## src/rtl/adc_stream_pkg.sv

```systemverilog
// Shared types and default widths for the ADC echo acquisition path.
package adc_stream_pkg;

    localparam int unsigned DEF_DATA_W    = 16;
    localparam int unsigned DEF_CNT_W     = 32;
    localparam int unsigned DEF_BUF_DEPTH = 4;

    typedef enum logic [2:0] {
        StIdle,
        StArmed,
        StDelay,
        StAcq,
        StDone
    } state_e;

endpackage

```

## src/rtl/st_out_buf.sv

```systemverilog
// Show-ahead synchronous FIFO feeding the Avalon-ST source. The head entry and
// the valid flag come straight from registers, so nothing on the output side
// depends combinationally on the consumer's ready.
module st_out_buf #(
    parameter int unsigned WIDTH = 16,
    parameter int unsigned DEPTH = 4
) (
    input  logic             clk,
    input  logic             rst,
    input  logic             flush,
    input  logic             push,
    input  logic [WIDTH-1:0] wdata,
    input  logic             pop,
    output logic [WIDTH-1:0] rdata,
    output logic             full,
    output logic             empty
);

    localparam int unsigned AW = $clog2(DEPTH);

    logic [WIDTH-1:0] mem_q [DEPTH];
    logic [AW-1:0]    wr_ptr_q;
    logic [AW-1:0]    rd_ptr_q;
    logic [AW:0]      count_q;
    logic             wr_en;
    logic             rd_en;

    assign full  = (count_q == (AW + 1)'(DEPTH));
    assign empty = (count_q == '0);
    assign rdata = mem_q[rd_ptr_q];

    // A pop in the same cycle frees the slot, so a push onto a full buffer still lands.
    assign rd_en = pop && !empty;
    assign wr_en = push && (!full || rd_en);

    // Storage, pointers and occupancy; flush empties the buffer but keeps contents.
    always_ff @(posedge clk) begin
        if (rst) begin
            for (int i = 0; i < int'(DEPTH); i++) begin
                mem_q[i] <= '0;
            end
            wr_ptr_q <= '0;
            rd_ptr_q <= '0;
            count_q  <= '0;
        end else if (flush) begin
            wr_ptr_q <= '0;
            rd_ptr_q <= '0;
            count_q  <= '0;
        end else begin
            if (wr_en) begin
                mem_q[wr_ptr_q] <= wdata;
                wr_ptr_q        <= wr_ptr_q + 1'b1;
            end
            if (rd_en) begin
                rd_ptr_q <= rd_ptr_q + 1'b1;
            end
            count_q <= count_q + (AW + 1)'(wr_en) - (AW + 1)'(rd_en);
        end
    end

endmodule

```

## src/rtl/adc_echo_streamer.sv

```systemverilog
// Gates the raw ADC stream into per-echo bursts: wait rx_delay after each echo
// trigger, capture samples_per_echo valid samples, repeat echoes_per_scan times.
// Samples that find the output buffer full are dropped and flagged, never stalled.
module adc_echo_streamer
    import adc_stream_pkg::*;
#(
    parameter int unsigned DATA_W    = DEF_DATA_W,
    parameter int unsigned CNT_W     = DEF_CNT_W,
    parameter int unsigned BUF_DEPTH = DEF_BUF_DEPTH
) (
    input  logic              clk_clk,
    input  logic              reset_reset,
    input  logic              start,
    input  logic              abort,
    input  logic              echo_trig,
    input  logic [CNT_W-1:0]  rx_delay,
    input  logic [CNT_W-1:0]  samples_per_echo,
    input  logic [CNT_W-1:0]  echoes_per_scan,
    input  logic [DATA_W-1:0] adc_data,
    input  logic              adc_dv,
    output logic [DATA_W-1:0] st_data,
    output logic              st_valid,
    input  logic              st_ready,
    output logic              busy,
    output logic              done,
    output logic              overflow,
    output logic [CNT_W-1:0]  echo_cnt
);

    state_e           state_q;
    logic [CNT_W-1:0] cfg_delay_q;
    logic [CNT_W-1:0] cfg_spe_q;
    logic [CNT_W-1:0] cfg_eps_q;
    logic [CNT_W-1:0] dly_cnt_q;
    logic [CNT_W-1:0] smp_cnt_q;
    logic [CNT_W-1:0] echo_cnt_q;
    logic             overflow_q;
    logic             done_q;
    logic             busy_q;

    logic             push;
    logic             pop;
    logic             buf_full;
    logic             buf_empty;
    logic             last_smp;
    logic             last_echo;

    assign push      = (state_q == StAcq) && adc_dv && !abort;
    assign pop       = st_valid && st_ready;
    assign st_valid  = !buf_empty;
    assign last_smp  = (smp_cnt_q + CNT_W'(1)) == cfg_spe_q;
    assign last_echo = (echo_cnt_q + CNT_W'(1)) == cfg_eps_q;

    assign busy     = busy_q;
    assign done     = done_q;
    assign overflow = overflow_q;
    assign echo_cnt = echo_cnt_q;

    st_out_buf #(
        .WIDTH (DATA_W),
        .DEPTH (BUF_DEPTH)
    ) u_out_buf (
        .clk   (clk_clk),
        .rst   (reset_reset),
        .flush (abort),
        .push  (push),
        .wdata (adc_data),
        .pop   (pop),
        .rdata (st_data),
        .full  (buf_full),
        .empty (buf_empty)
    );

    // Scan sequencer: config latch, delay/sample/echo counters and registered flags.
    always_ff @(posedge clk_clk) begin
        if (reset_reset) begin
            state_q     <= StIdle;
            cfg_delay_q <= '0;
            cfg_spe_q   <= '0;
            cfg_eps_q   <= '0;
            dly_cnt_q   <= '0;
            smp_cnt_q   <= '0;
            echo_cnt_q  <= '0;
            overflow_q  <= 1'b0;
            done_q      <= 1'b0;
            busy_q      <= 1'b0;
        end else begin
            done_q <= 1'b0;
            // Dropped sample still counts below, so echo timing never slips.
            if (push && buf_full && !pop) begin
                overflow_q <= 1'b1;
            end
            if (abort) begin
                state_q <= StIdle;
                busy_q  <= 1'b0;
            end else begin
                unique case (state_q)
                    StIdle: begin
                        if (start) begin
                            cfg_delay_q <= rx_delay;
                            cfg_spe_q   <= samples_per_echo;
                            cfg_eps_q   <= echoes_per_scan;
                            echo_cnt_q  <= '0;
                            overflow_q  <= 1'b0;
                            state_q     <= StArmed;
                            busy_q      <= 1'b1;
                        end
                    end
                    StArmed: begin
                        // Degenerate scans finish without waiting for a trigger.
                        if (cfg_spe_q == '0 || cfg_eps_q == '0) begin
                            state_q <= StDone;
                            done_q  <= 1'b1;
                        end else if (echo_trig) begin
                            smp_cnt_q <= '0;
                            if (cfg_delay_q == '0) begin
                                state_q <= StAcq;
                            end else begin
                                dly_cnt_q <= cfg_delay_q - CNT_W'(1);
                                state_q   <= StDelay;
                            end
                        end
                    end
                    StDelay: begin
                        if (dly_cnt_q == '0) begin
                            state_q <= StAcq;
                        end else begin
                            dly_cnt_q <= dly_cnt_q - CNT_W'(1);
                        end
                    end
                    StAcq: begin
                        if (adc_dv) begin
                            smp_cnt_q <= smp_cnt_q + CNT_W'(1);
                            if (last_smp) begin
                                echo_cnt_q <= echo_cnt_q + CNT_W'(1);
                                if (last_echo) begin
                                    state_q <= StDone;
                                    done_q  <= 1'b1;
                                end else begin
                                    state_q <= StArmed;
                                end
                            end
                        end
                    end
                    StDone: begin
                        state_q <= StIdle;
                        busy_q  <= 1'b0;
                    end
                    default: begin
                        state_q <= StIdle;
                        busy_q  <= 1'b0;
                    end
                endcase
            end
        end
    end

endmodule

```

## config.mk

```make
export PLATFORM = sky130hd
export DESIGN_NAME = adc_echo_streamer
export DESIGN_NICKNAME = d
export VERILOG_FILES = /design/src/rtl/adc_stream_pkg.sv /design/src/rtl/st_out_buf.sv /design/src/rtl/adc_echo_streamer.sv
export SDC_FILE = /design/constraint.sdc
export NUM_CORES = 1
export LEC_CHECK = 0
export BUFFER_PORTS_ARGS = -buffer_cell sky130_fd_sc_hd__buf_2
export CAP_MARGIN = 10
export CORE_UTILIZATION = 45
export CTS_BUF_LIST = sky130_fd_sc_hd__clkbuf_16
export DETAILED_ROUTE_END_ITERATION = 7
export PLACE_DENSITY = 0.68
export SLEW_MARGIN = 20
export SYNTH_ARGS = -nofsm -noshare
export SYNTH_HDL_FRONTEND = slang
export SYNTH_HIERARCHICAL = 1
export SYNTH_SLANG_ARGS = --single-unit
```

## constraint.sdc

```tcl
create_clock -name clk_clk -period 3.5 [get_ports clk_clk]
set_input_delay 0.175 -clock clk_clk [delete_from_list [all_inputs] [get_ports clk_clk]]
set_output_delay 0.175 -clock clk_clk [all_outputs]
set_load 0.05 [all_outputs]
```

==> results of run 1 <==
area by class of cell:
cell class	count	area, um^2	share of cell area [%]
Sequential cell	271	6070	32.6
Timing Repair Buffer	359	2600	14.0
Inverter	25	93.8	0.504
Tap cell	442	553	2.97
Antenna cell	2	5.00	0.0269
Multi-Input combinational cell	1373	8240	44.3
Clock buffer	32	801	4.30
Clock inverter	26	245	1.32
power by group through the flow:
stage | Combinational, mW | Clock (mW) | Sequential [mW]
2_1_floorplan | 0.672 | 0 | 3.46
3_3_place_gp | 0.956 | 0 | 3.49
4_1_cts | 1.07 | 3.37 | 3.43
3_5_place_dp | 0.971 | 0 | 3.50
6_report | 1.09 | 3.31 | 3.44
5_1_grt | 1.20 | 3.50 | 3.45
worst reg2reg max path: stages, from the launching register on:
cell and delay (ps):
sky130_fd_sc_hd__dfxtp_1 340, sky130_fd_sc_hd__ha_1 170, sky130_fd_sc_hd__nand4_1 180, sky130_fd_sc_hd__or2_1 280, sky130_fd_sc_hd__or4_1 510, sky130_fd_sc_hd__a2111oi_1 450
sky130_fd_sc_hd__and4bb_1 270, sky130_fd_sc_hd__nand4_2 150, sky130_fd_sc_hd__nor3b_4 270, sky130_fd_sc_hd__a211oi_2 110, sky130_fd_sc_hd__buf_6 220, sky130_fd_sc_hd__a211o_1 310
per-stage QoR:
| stage | utilization (%) | hold slack (ps) |
|---|---|---|
| 6_report | 57.2 | 44.5 |
| 5_1_grt | 57.2 | 48.8 |
| 4_1_cts | 56.9 | 20.9 |
| 3_5_place_dp | 50.2 | 420 |
| 3_3_place_gp | 50.2 | 416 |
| 2_1_floorplan | - | 311 |
placed cells by master, fill, tap and decap left out, types with 10 or more instances in the layout:
master	synthesis	final
sky130_fd_sc_hd__edfxtp_1	64	64
sky130_fd_sc_hd__xnor2_1	57	57
sky130_fd_sc_hd__buf_2	21	169
sky130_fd_sc_hd__a311oi_1	12	12
sky130_fd_sc_hd__buf_4	1	72
sky130_fd_sc_hd__mux4_2	16	16
sky130_fd_sc_hd__nor4_1	46	44
sky130_fd_sc_hd__a21oi_1	163	163
sky130_fd_sc_hd__nor3_1	58	57
sky130_fd_sc_hd__xor2_1	37	37
sky130_fd_sc_hd__clkbuf_16	0	32
sky130_fd_sc_hd__nand2_1	318	318
sky130_fd_sc_hd__nand3_1	63	63
sky130_fd_sc_hd__o2111ai_1	12	12
sky130_fd_sc_hd__dlygate4sd3_1	0	113
sky130_fd_sc_hd__nand3b_1	10	10
sky130_fd_sc_hd__or3_1	16	16
sky130_fd_sc_hd__inv_1	25	33
sky130_fd_sc_hd__o31ai_1	19	19
sky130_fd_sc_hd__dfxtp_1	207	205
sky130_fd_sc_hd__nand4_1	41	41
sky130_fd_sc_hd__and2_1	70	70
sky130_fd_sc_hd__or4_1	12	10
sky130_fd_sc_hd__mux2i_1	19	18
sky130_fd_sc_hd__a31oi_1	18	18
sky130_fd_sc_hd__nor2b_1	15	15
sky130_fd_sc_hd__a211oi_1	13	12
sky130_fd_sc_hd__nor2_1	117	117
sky130_fd_sc_hd__o211ai_1	13	13
sky130_fd_sc_hd__o31a_1	13	13
sky130_fd_sc_hd__a21o_1	21	21
sky130_fd_sc_hd__o21ai_0	74	73
flip-flops by register name, summed over array words and instances, names as in the netlist, named ones only:
name / cells
echo_cnt: 32
u_out_buf/count_q: 3
u_out_buf/mem_q: 64
u_out_buf/wr_ptr_q: 2
u_out_buf/rd_ptr_q: 2
smp_cnt_q: 32
cfg_spe_q: 32
cfg_delay_q: 32
busy: 1
state_q: 3
dly_cnt_q: 32
done: 1
overflow: 1
cfg_eps_q: 32
how the worst max path moves through the flow:
stage,endpoint,slack [ps],cells after the start
2_1_floorplan,done,40,11
3_3_place_gp,done,-90,11
3_5_place_dp,done,-210,10
4_1_cts,done,80,10
5_1_grt,echo_cnt[28],-130,11
6_report,echo_cnt[28],100,11
per-layer routing:
metal	vias up	wire, um
met3	94	2670
met2	517	19700
li1	7003	-
met1	6845	19800
met4	2	1230
met5	-	9
cell families (layout without fill, tap and decap cells):
group	count (synthesis)	after routing	share of synthesized area, %
other	0	2	0
buffers and inverters	157	442	4.28
adders and majority gates	5	5	0.472
xor gates and xnor gates	94	94	5.54
muxes	39	39	4.01
AOI/OAI and AO/OA	404	404	17.0
and+or+nand+nor	831	831	27.9
DFF	271	271	40.8
what timing repair did:
| item | in CTS | in global routing |
|---|---|---|
| hold buffers | 113 | 0 |
| pin swaps | 0 | 3 |
| gates cloned | 0 | 0 |
| buffers inserted | 0 | 1 |
| setup endpoints to repair | 3 | 34 |
| endpoints found under the hold margin | 161 | 0 |
| resized for setup | 2 | 13 |
==> flow_summary_export.csv, run 1 <==
group,metric,value,unit
run_status,status,"completed",
clock_network,num_clock_sinks,271,
route,routed-via-count,14500,
layout,final_layout_size_suffix_gt1_share,16.9,%
placement,pre_cts_ws,-215,ps
yosys,yosys.cell_count.top_type,"sky130_fd_sc_hd__nand2_1",
floorplanning,die-area,33800,um^2
placement,globalplace.congestion,0.969,
sta,hold_viol_final,0,
yosys,synth.top_cells.by_area,"sky130_fd_sc_hd__dfxtp_1 28%, sky130_fd_sc_hd__edfxtp_1 13%, sky130_fd_sc_hd__nand2_1 8.0%",
floorplanning,placeableCoreArea,32500,um^2
pwr,post-layout-total-power,7.83,mW
worst_setup_path,crit_arrival,3840,ps
placement,half_perimeter_wire_length_after_placement,29300,um
layout,post-route-cell-area,18600,um^2
hold_path,worstHoldStart,"abort",
floorplanning,dieWidth,184,um
layout,num-nets-final,2185,
grt,globalRouteOverflowTotal,0,
grt,grt_util_all_layers,25.2,%
pwr,power.density_cell_area,421,nW/um^2
layout,post_layout_nonfiller_instances,2530,
route,routed_via_count_divided_by_cell_count,5.72,
yosys,post_synth_most_frequent_cells,"318 x sky130_fd_sc_hd__nand2_1, 207 x sky130_fd_sc_hd__dfxtp_1, 163 x sky130_fd_sc_hd__a21oi_1, 117 x sky130_fd_sc_hd__nor2_1, 98 x sky130_fd_sc_hd__clkbuf_1",
clock_network,cts_tree,"yes",
worst_setup_path,crit_fanout,21,
worst_setup_path,worstRegToRegCells,11,
yosys,syn-num-nets,1925,
grt,grt_pass1_wl,69400,um
grt,grt_antenna_before_repair,2,
yosys,synth_top_cell_area_share,27.9,%
grt,grt_use_met3,3.45,%
worst_setup_path,timing.rr.end,"echo_cnt[28]",
worst_setup_path,rrSetupSlack,100,ps
grt,grt-busiest-layer,"met2",
hold_path,worstHoldEndpoint,"state_q[2]",
layout,syn_to_final_growth,25.2,%
worst_setup_path,worst_setup_path_end_kind,"flop",
sta,tns,0,ps
worst_setup_path,path_buf_inv,1,
floorplanning,die_boundary_height,184,um
floorplanning,rows,66,
worst_setup_path,launching_instance_or_port_of_the_critical_path,"smp_cnt_q[1]",
yosys,ys_async_sr_fraction,0,%
route,detail_route.wirelength,43400,um
pwr,power.combinational.fraction,13.9,%
clock_network,cts_max_level,1,
clock_network,cts_inserted_buffers,31,
clock_network,clk_pin_slew_worst_paths,60,ps
worst_setup_path,start_kind,"flop",
placement,detailed_place.area,16300,um^2
yosys,post_synth_inst_count,1801,
sta,min_period,3400,ps
pwr,p_int,5.80,mW
sta,post-route-period-util,97.0,%
pwr,p_leak,7.08,nW
yosys,register_bit_total_from_synthesis,271,
sta,max_freq,0.294,GHz
hold_path,hold_path.class,"primary input to flop",
yosys,number_of_enable_type_register_cells_in_the_synthesized_netlist,64,
route,avgRoutedWirePerCell,17.1,um
run,max_cap_violations,0,
grt,maximum_number_of_pins_on_one_net_before_global_route_repair,114,
clock_network,ctsRootBufferMaster,"sky130_fd_sc_hd__clkbuf_16",
sta,slew_viol_final,0,
yosys,syn_area_per_cell,8.25,um^2
yosys,synth_cell_types,78,
worst_setup_path,cp_cell_sequence,"ha_1, nand4_1, or2_1, or4_1, a2111oi_1, and4bb_1, nand4_2, nor3b_4, a211oi_2, buf_6, a211o_1",
worst_setup_path,cpLargestDelayFamily,"simple AND/OR/NAND/NOR gates",
route,dr.pass1.iters,8,
yosys,synth_flop_cell,"sky130_fd_sc_hd__dfxtp_1",
sta,finClkSkew,11.2,ps
worst_setup_path,timing.rr.start,"smp_cnt_q[1]",
sta,timing.final.setup_violations,0,
pwr,power_frac_seq,43.9,%
pwr,net-switching-power,2.04,mW
placement,portBuffers,170,
worst_setup_path,setup.worst_path.class,"flop to flop",
clock_network,max-clock-path-buffers,3,
worst_setup_path,largest_stage_delay_on_the_critical_path,510,ps
pwr,share_clk_of_total_power,42.2,%
floorplanning,start_util,45.7,%
sta,timing.slew.headroom,32.3,%
sta,slew_worst_pin,1010,ps
pwr,p_sw_share,26.0,%
worst_setup_path,crit_path_top_delay_cell,"sky130_fd_sc_hd__or4_1",
hold_path,holdPathStages,2,
grt,first_global_vias,13300,
placement,post-place-cells,2355,
route,postRouteAntennaNets,0,
yosys,ys_seq_area_share,40.8,%
grt,use_met1,35.0,%
route,detail_route.drc_violations,0,
grt,grt_use_met2,40.1,%
yosys,synthDominantAreaCellType,"sky130_fd_sc_hd__dfxtp_1",
sta,final_critical_path_setup_slack,104,ps
pwr,ir_worst_vdd,0.343,mV
clock_network,worstSkewPairLatency,570,ps
worst_setup_path,crit_required,3950,ps
route,drt_iter0_markers,1287,
yosys,synth_warnings,6,
floorplanning,design.portCount,171,
yosys,post_synth_instance_area,14900,um^2
layout,fillers,2947,
No activity file was read; power rests on OpenSTA's default activity.
==> run 2: changes to the inputs <==
Settings changed: HOLD_SLACK_MARGIN from default to 0.15.
==> run 2 against run 1 <==
Sequential cell count unchanged. Clock-buffer cell count unchanged. Largest cell class unchanged. Highest routed layer unchanged. Clock skew decreased by 1.2 ps. Critical path type unchanged. Die area unchanged.
==> flow_summary_export.csv, run 2 (synthesis results as in run 1) <==
group,metric,value,unit
grt,grt_util_all_layers,25.2,%
placement,portBuffers,170,
pwr,share_clk_of_total_power,42.2,%
floorplanning,design.portCount,171,
layout,layout_commonest_cell,"sky130_fd_sc_hd__nand2_1",
worst_setup_path,crit_fanout,21,
worst_setup_path,worst_setup_path_end_kind,"flop",
route,postRouteAntennaNets,0,
sta,slew_viol_final,0,
route,routed_via_count_divided_by_cell_count,5.69,
layout,mostFrequentLayoutCells,"318 x sky130_fd_sc_hd__nand2_1, 205 x sky130_fd_sc_hd__dfxtp_1, 169 x sky130_fd_sc_hd__buf_2",
route,drt_iter0_markers,1290,
floorplanning,die-area,33800,um^2
clock_network,clk_pin_slew_worst_paths,60,ps
worst_setup_path,crit_arrival,3840,ps
layout,top_register,"u_out_buf/mem_q",
grt,grt_pass1_wl,69400,um
layout,num-nets-final,2187,
placement,half_perimeter_wire_length_after_placement,29300,um
run_status,status,"completed",
floorplanning,rows,66,
floorplanning,placeableCoreArea,32500,um^2
clock_network,max-clock-path-buffers,3,
grt,maximum_number_of_pins_on_one_net_before_global_route_repair,114,
layout,largest_reg_flops,64,
clock_network,cts_max_level,1,
layout,fillers,2946,
pwr,p_sw_share,26.0,%
grt,grt_antenna_before_repair,3,
pwr,p_int,5.80,mW
worst_setup_path,start_kind,"flop",
sta,timing.slew.headroom,31.9,%
worst_setup_path,setup.worst_path.class,"flop to flop",
pwr,net-switching-power,2.04,mW
clock_network,ctsRootBufferMaster,"sky130_fd_sc_hd__clkbuf_16",
clock_network,worstSkewPairLatency,570,ps
pwr,power.density_cell_area,421,nW/um^2
grt,globalRouteOverflowTotal,0,
hold_path,hold_path.class,"primary input to flop",
sta,hold_viol_final,0,
layout,post-route-util,57.3,%
route,detail_route.drc_violations,0,
run,max_cap_violations,0,
route,routed-via-count,14400,
layout,syn_to_final_growth,25.4,%
layout,final_layout_size_suffix_gt1_share,16.9,%
sta,slew_worst_pin,1020,ps
route,detail_route.wirelength,43400,um
placement,globalplace.congestion,0.969,
clock_network,cts_tree,"yes",
sta,tns,0,ps
floorplanning,die_boundary_height,184,um
grt,first_global_vias,13400,
clock_network,cts_inserted_buffers,31,
pwr,p_leak,7.09,nW
sta,post-route-period-util,96.9,%
pwr,ir_worst_vdd,0.345,mV
pwr,power_frac_seq,43.9,%
sta,max_freq,0.295,GHz
floorplanning,start_util,45.7,%
route,dr.pass1.iters,5,
pwr,power.combinational.fraction,13.9,%
worst_setup_path,crit_required,3950,ps
clock_network,num_clock_sinks,271,
sta,finClkSkew,10.1,ps
floorplanning,dieWidth,184,um
sta,min_period,3390,ps
route,avgRoutedWirePerCell,17.1,um
sta,timing.final.setup_violations,0,
-- run 2: cell type report --
type                       instances  area [um^2]  area share, %
multi-input combinational       1373         8240           44.2
sequential                       271         6070           32.6
timing repair buffer             361         2620           14.1
clock buffer                      32          801           4.30
tap                              442          553           2.97
clock inverter                    26          245           1.32
inverter                          25         93.8          0.504
antenna                            3         7.51         0.0403
-- run 2: worst paths after layout --
path | slack, ps | start | to | cells after the start
max reg2reg | 110 | smp_cnt_q[1] | echo_cnt[8] | 11
min | 150 | reset_reset | cfg_eps_q[0] | 2
max | 110 | smp_cnt_q[1] | echo_cnt[8] | 11
min reg2reg | 470 | dly_cnt_q[14] | dly_cnt_q[14] | 2
-- run 2: repair_timing --
action                                  in CTS  in global routing
buffers inserted                             0                  1
resized for setup                            2                 13
pin swaps                                    0                  3
endpoints found under the setup margin       3                 34
endpoints found under the hold margin      165                  0
hold buffers                               115                  0
-- run 2: layer usage --
layer  track usage (%)  vias to the layer above  share of wire (%)
met5                 0                        -              0.030
met4              8.93                        2                2.8
met3              3.39                       94                6.1
met2              40.1                      512                 45
met1              35.0                     6798                 46
li1                  -                     7007                  -
-- run 2: through the flow --
stage / area, um^2 / hold slack (ps) / worst slack [ps] / instances / power [mW]
2_1_floorplan: 14900 / 311 / 35.0 / 1801 / 4.13
3_3_place_gp: 16300 / 416 / -87.9 / 2355 / 4.45
3_5_place_dp: 16300 / 420 / -215 / 2355 / 4.47
4_1_cts: 18500 / 155 / 84.6 / 2528 / 7.88
5_1_grt: 18600 / 199 / -130 / 2532 / 8.15
6_report: 18600 / 152 / 109 / 2533 / 7.84
-- run 2: critical path, cell delays in order (launching register included) --
cell and delay [ps]:
sky130_fd_sc_hd__dfxtp_1 340, sky130_fd_sc_hd__ha_1 170, sky130_fd_sc_hd__nand4_1 180, sky130_fd_sc_hd__or2_1 280
sky130_fd_sc_hd__or4_1 510, sky130_fd_sc_hd__a2111oi_1 450, sky130_fd_sc_hd__and4bb_1 270, sky130_fd_sc_hd__nand4_2 150
sky130_fd_sc_hd__nor3b_4 280, sky130_fd_sc_hd__a211oi_2 110, sky130_fd_sc_hd__buf_6 220, sky130_fd_sc_hd__a211o_1 300
-- run 2: power by group through the flow --
stage / Clock [mW] / Combinational (mW) / Sequential (mW)
after global routing: 3.50 / 1.20 / 3.45
final: 3.31 / 1.09 / 3.44
after CTS: 3.37 / 1.08 / 3.43
after floorplan: 0 / 0.672 / 3.46
after detailed placement: 0 / 0.971 / 3.50
after global placement: 0 / 0.956 / 3.49
==> run 3: changes to the inputs <==
Settings changed: BUFFER_PORTS_ARGS -buffer_cell sky130_fd_sc_hd__buf_2 to default, DONT_BUFFER_PORTS from default to 1, PLACE_DENSITY 0.68 to 0.63.
==> run 3 against run 2 <==
Design area shrank 3.4%. Largest cell class unchanged. Combinational power shrank 6%. Register-to-register slack gained 40 ps. Critical endpoint is now state_q[2]. Global-route usage grew 0.55 points. Clock skew grew 8.0 ps. First-iteration DRC count shrank 9.4%. Highest routed layer is now met4. Fmax grew 1.2%. Setup slack gained 39 ps. Via count shrank 3.4%. Clock power shrank 6.3%. Critical path depth grew 1.
==> flow_summary_export.csv, run 3 (synthesis results as in run 1) <==
group,metric,value,unit
clock_network,clk_pin_slew_worst_paths,70,ps
sta,max_freq,0.298,GHz
sta,slew_viol_final,0,
clock_network,num_clock_sinks,271,
floorplanning,design.portCount,171,
worst_setup_path,largest_stage_delay_on_the_critical_path,490,ps
layout,largest_reg_flops,64,
layout,fillers,3085,
grt,grt_pass1_wl,70100,um
sta,hold_viol_final,0,
worst_setup_path,worst_setup_path_end_kind,"flop",
placement,globalplace.congestion,0.918,
route,avgRoutedWirePerCell,18.2,um
worst_setup_path,rrSetupSlack,150,ps
floorplanning,die_boundary_height,184,um
route,routed_via_count_divided_by_cell_count,5.80,
run_status,status,"completed",
clock_network,ctsRootBufferMaster,"sky130_fd_sc_hd__clkbuf_16",
route,routed-via-count,13900,
grt,first_global_vias,13000,
sta,post-route-period-util,95.8,%
worst_setup_path,setup.worst_path.class,"flop to flop",
clock_network,cts_inserted_buffers,31,
layout,layout_commonest_cell,"sky130_fd_sc_hd__nand2_1",
worst_setup_path,crit_fanout,8,
clock_network,max-clock-path-buffers,3,
worst_setup_path,cp_cell_sequence,"nand4_1, buf_4, nor4_2, buf_4, nand2_1, nor3_1, xnor2_1, or4_1, nor4_2, buf_4, nand4_1, a211oi_1",
pwr,ir_worst_vdd,0.354,mV
route,postRouteAntennaNets,0,
sta,timing.final.setup_violations,0,
clock_network,cts_tree,"yes",
floorplanning,rows,66,
pwr,power.density_cell_area,420,nW/um^2
floorplanning,start_util,45.7,%
pwr,p_leak,6.46,nW
floorplanning,dieWidth,184,um
clock_network,cts_max_level,1,
grt,grt_util_all_layers,25.8,%
placement,portBuffers,0,
worst_setup_path,crit_arrival,3840,ps
sta,finClkSkew,18.0,ps
sta,final_critical_path_setup_slack,148,ps
layout,antennaDiodeCount,0,
grt,grt_antenna_before_repair,0,
layout,syn_to_final_growth,21.2,%
worst_setup_path,critPathMostFrequentCell,"sky130_fd_sc_hd__buf_4",
worst_setup_path,start_kind,"flop",
run,max_cap_violations,0,
grt,maximum_number_of_pins_on_one_net_before_global_route_repair,175,
layout,top_register,"u_out_buf/mem_q",
route,drt_iter0_markers,1169,
worst_setup_path,crit_required,3980,ps
sta,timing.slew.headroom,29.8,%
layout,final_layout_size_suffix_gt1_share,10.7,%
route,detail_route.wirelength,43600,um
hold_path,hold_path.class,"primary input to flop",
floorplanning,die-area,33800,um^2
floorplanning,placeableCoreArea,32500,um^2
layout,num-nets-final,2057,
worst_setup_path,crit_path_top_delay_cell,"sky130_fd_sc_hd__dfxtp_1",
clock_network,worstSkewPairLatency,580,ps
route,dr.pass1.iters,6,
sta,min_period,3350,ps
placement,pre_cts_ws,-140,ps
grt,globalRouteOverflowTotal,0,
layout,mostFrequentLayoutCells,"318 x sky130_fd_sc_hd__nand2_1, 206 x sky130_fd_sc_hd__dfxtp_1, 163 x sky130_fd_sc_hd__a21oi_1",
sta,slew_worst_pin,1050,ps
layout,post_layout_nonfiller_instances,2400,
placement,half_perimeter_wire_length_after_placement,29900,um
route,detail_route.drc_violations,0,
placement,post-place-cells,2215,
run 3: layout make-up:
class                   count  area (um^2)  area share [%]
multi-input cells        1373         8220            45.7
flip-flops and latches    271         6070            33.7
repair buffers            231         2100            11.7
clock buffers              31          776            4.31
well taps                 442          553            3.07
clock inverters            27          191            1.06
inverters                  25         93.8           0.521
run 3: per-stage QoR:
step	utilization, %	cell area [um^2]	hold slack [ps]	power, mW	setup TNS, ps
floorplan	-	14900	311	4.13	0
global placement	48.3	15700	261	4.34	-236
detailed placement	48.3	15700	264	4.36	-327
CTS	55.2	17900	150	7.63	0
global route	55.3	18000	175	7.89	-138
finish	55.3	18000	176	7.56	0
run 3: final timing paths:
check                     from                     end  cells past startpoint
hold reg to reg   dly_cnt_q[4]            dly_cnt_q[4]                      2
setup reg to reg   echo_cnt[3]              state_q[2]                     12
hold / removal           abort  u_out_buf/mem_q[0][12]                      3
setup / recovery   echo_cnt[3]              state_q[2]                     12
run 3: where the power goes:
part           switching (mW)  total, mW  leakage [nW]  internal [mW]
combinational           0.596       1.03          3.65          0.431
sequential              0.121       3.44          2.34           3.31
clock                    1.35       3.10         0.471           1.75
run 3: critical path, delay by kind of cell (launching register included):
kind	cells	cell delay [ps]
AO/OA/AOI/OAI	1	250
buffers and inverters	3	580
XOR/XNOR	1	130
AND/OR/NAND/NOR	7	1790
flip-flops	1	490
run 3: routing by layer:
layer	routed length (um)	vias up	share of wire, %	track usage [%]
li1	-	6755	-	-
met1	20000	6635	46	36.3
met2	19800	458	45	41.1
met3	2800	77	6.4	3.43
met4	1040	0	2.4	7.33
met5	0	-	0	0
run 3: timing repair:
item | 4_1_cts | 5_1_grt
setup buffers | 0 | 3
resized for setup | 1 | 8
hold buffers | 124 | 0
pin swaps | 0 | 3
hold endpoints to repair | 298 | 0
endpoints found under the setup margin | 3 | 24
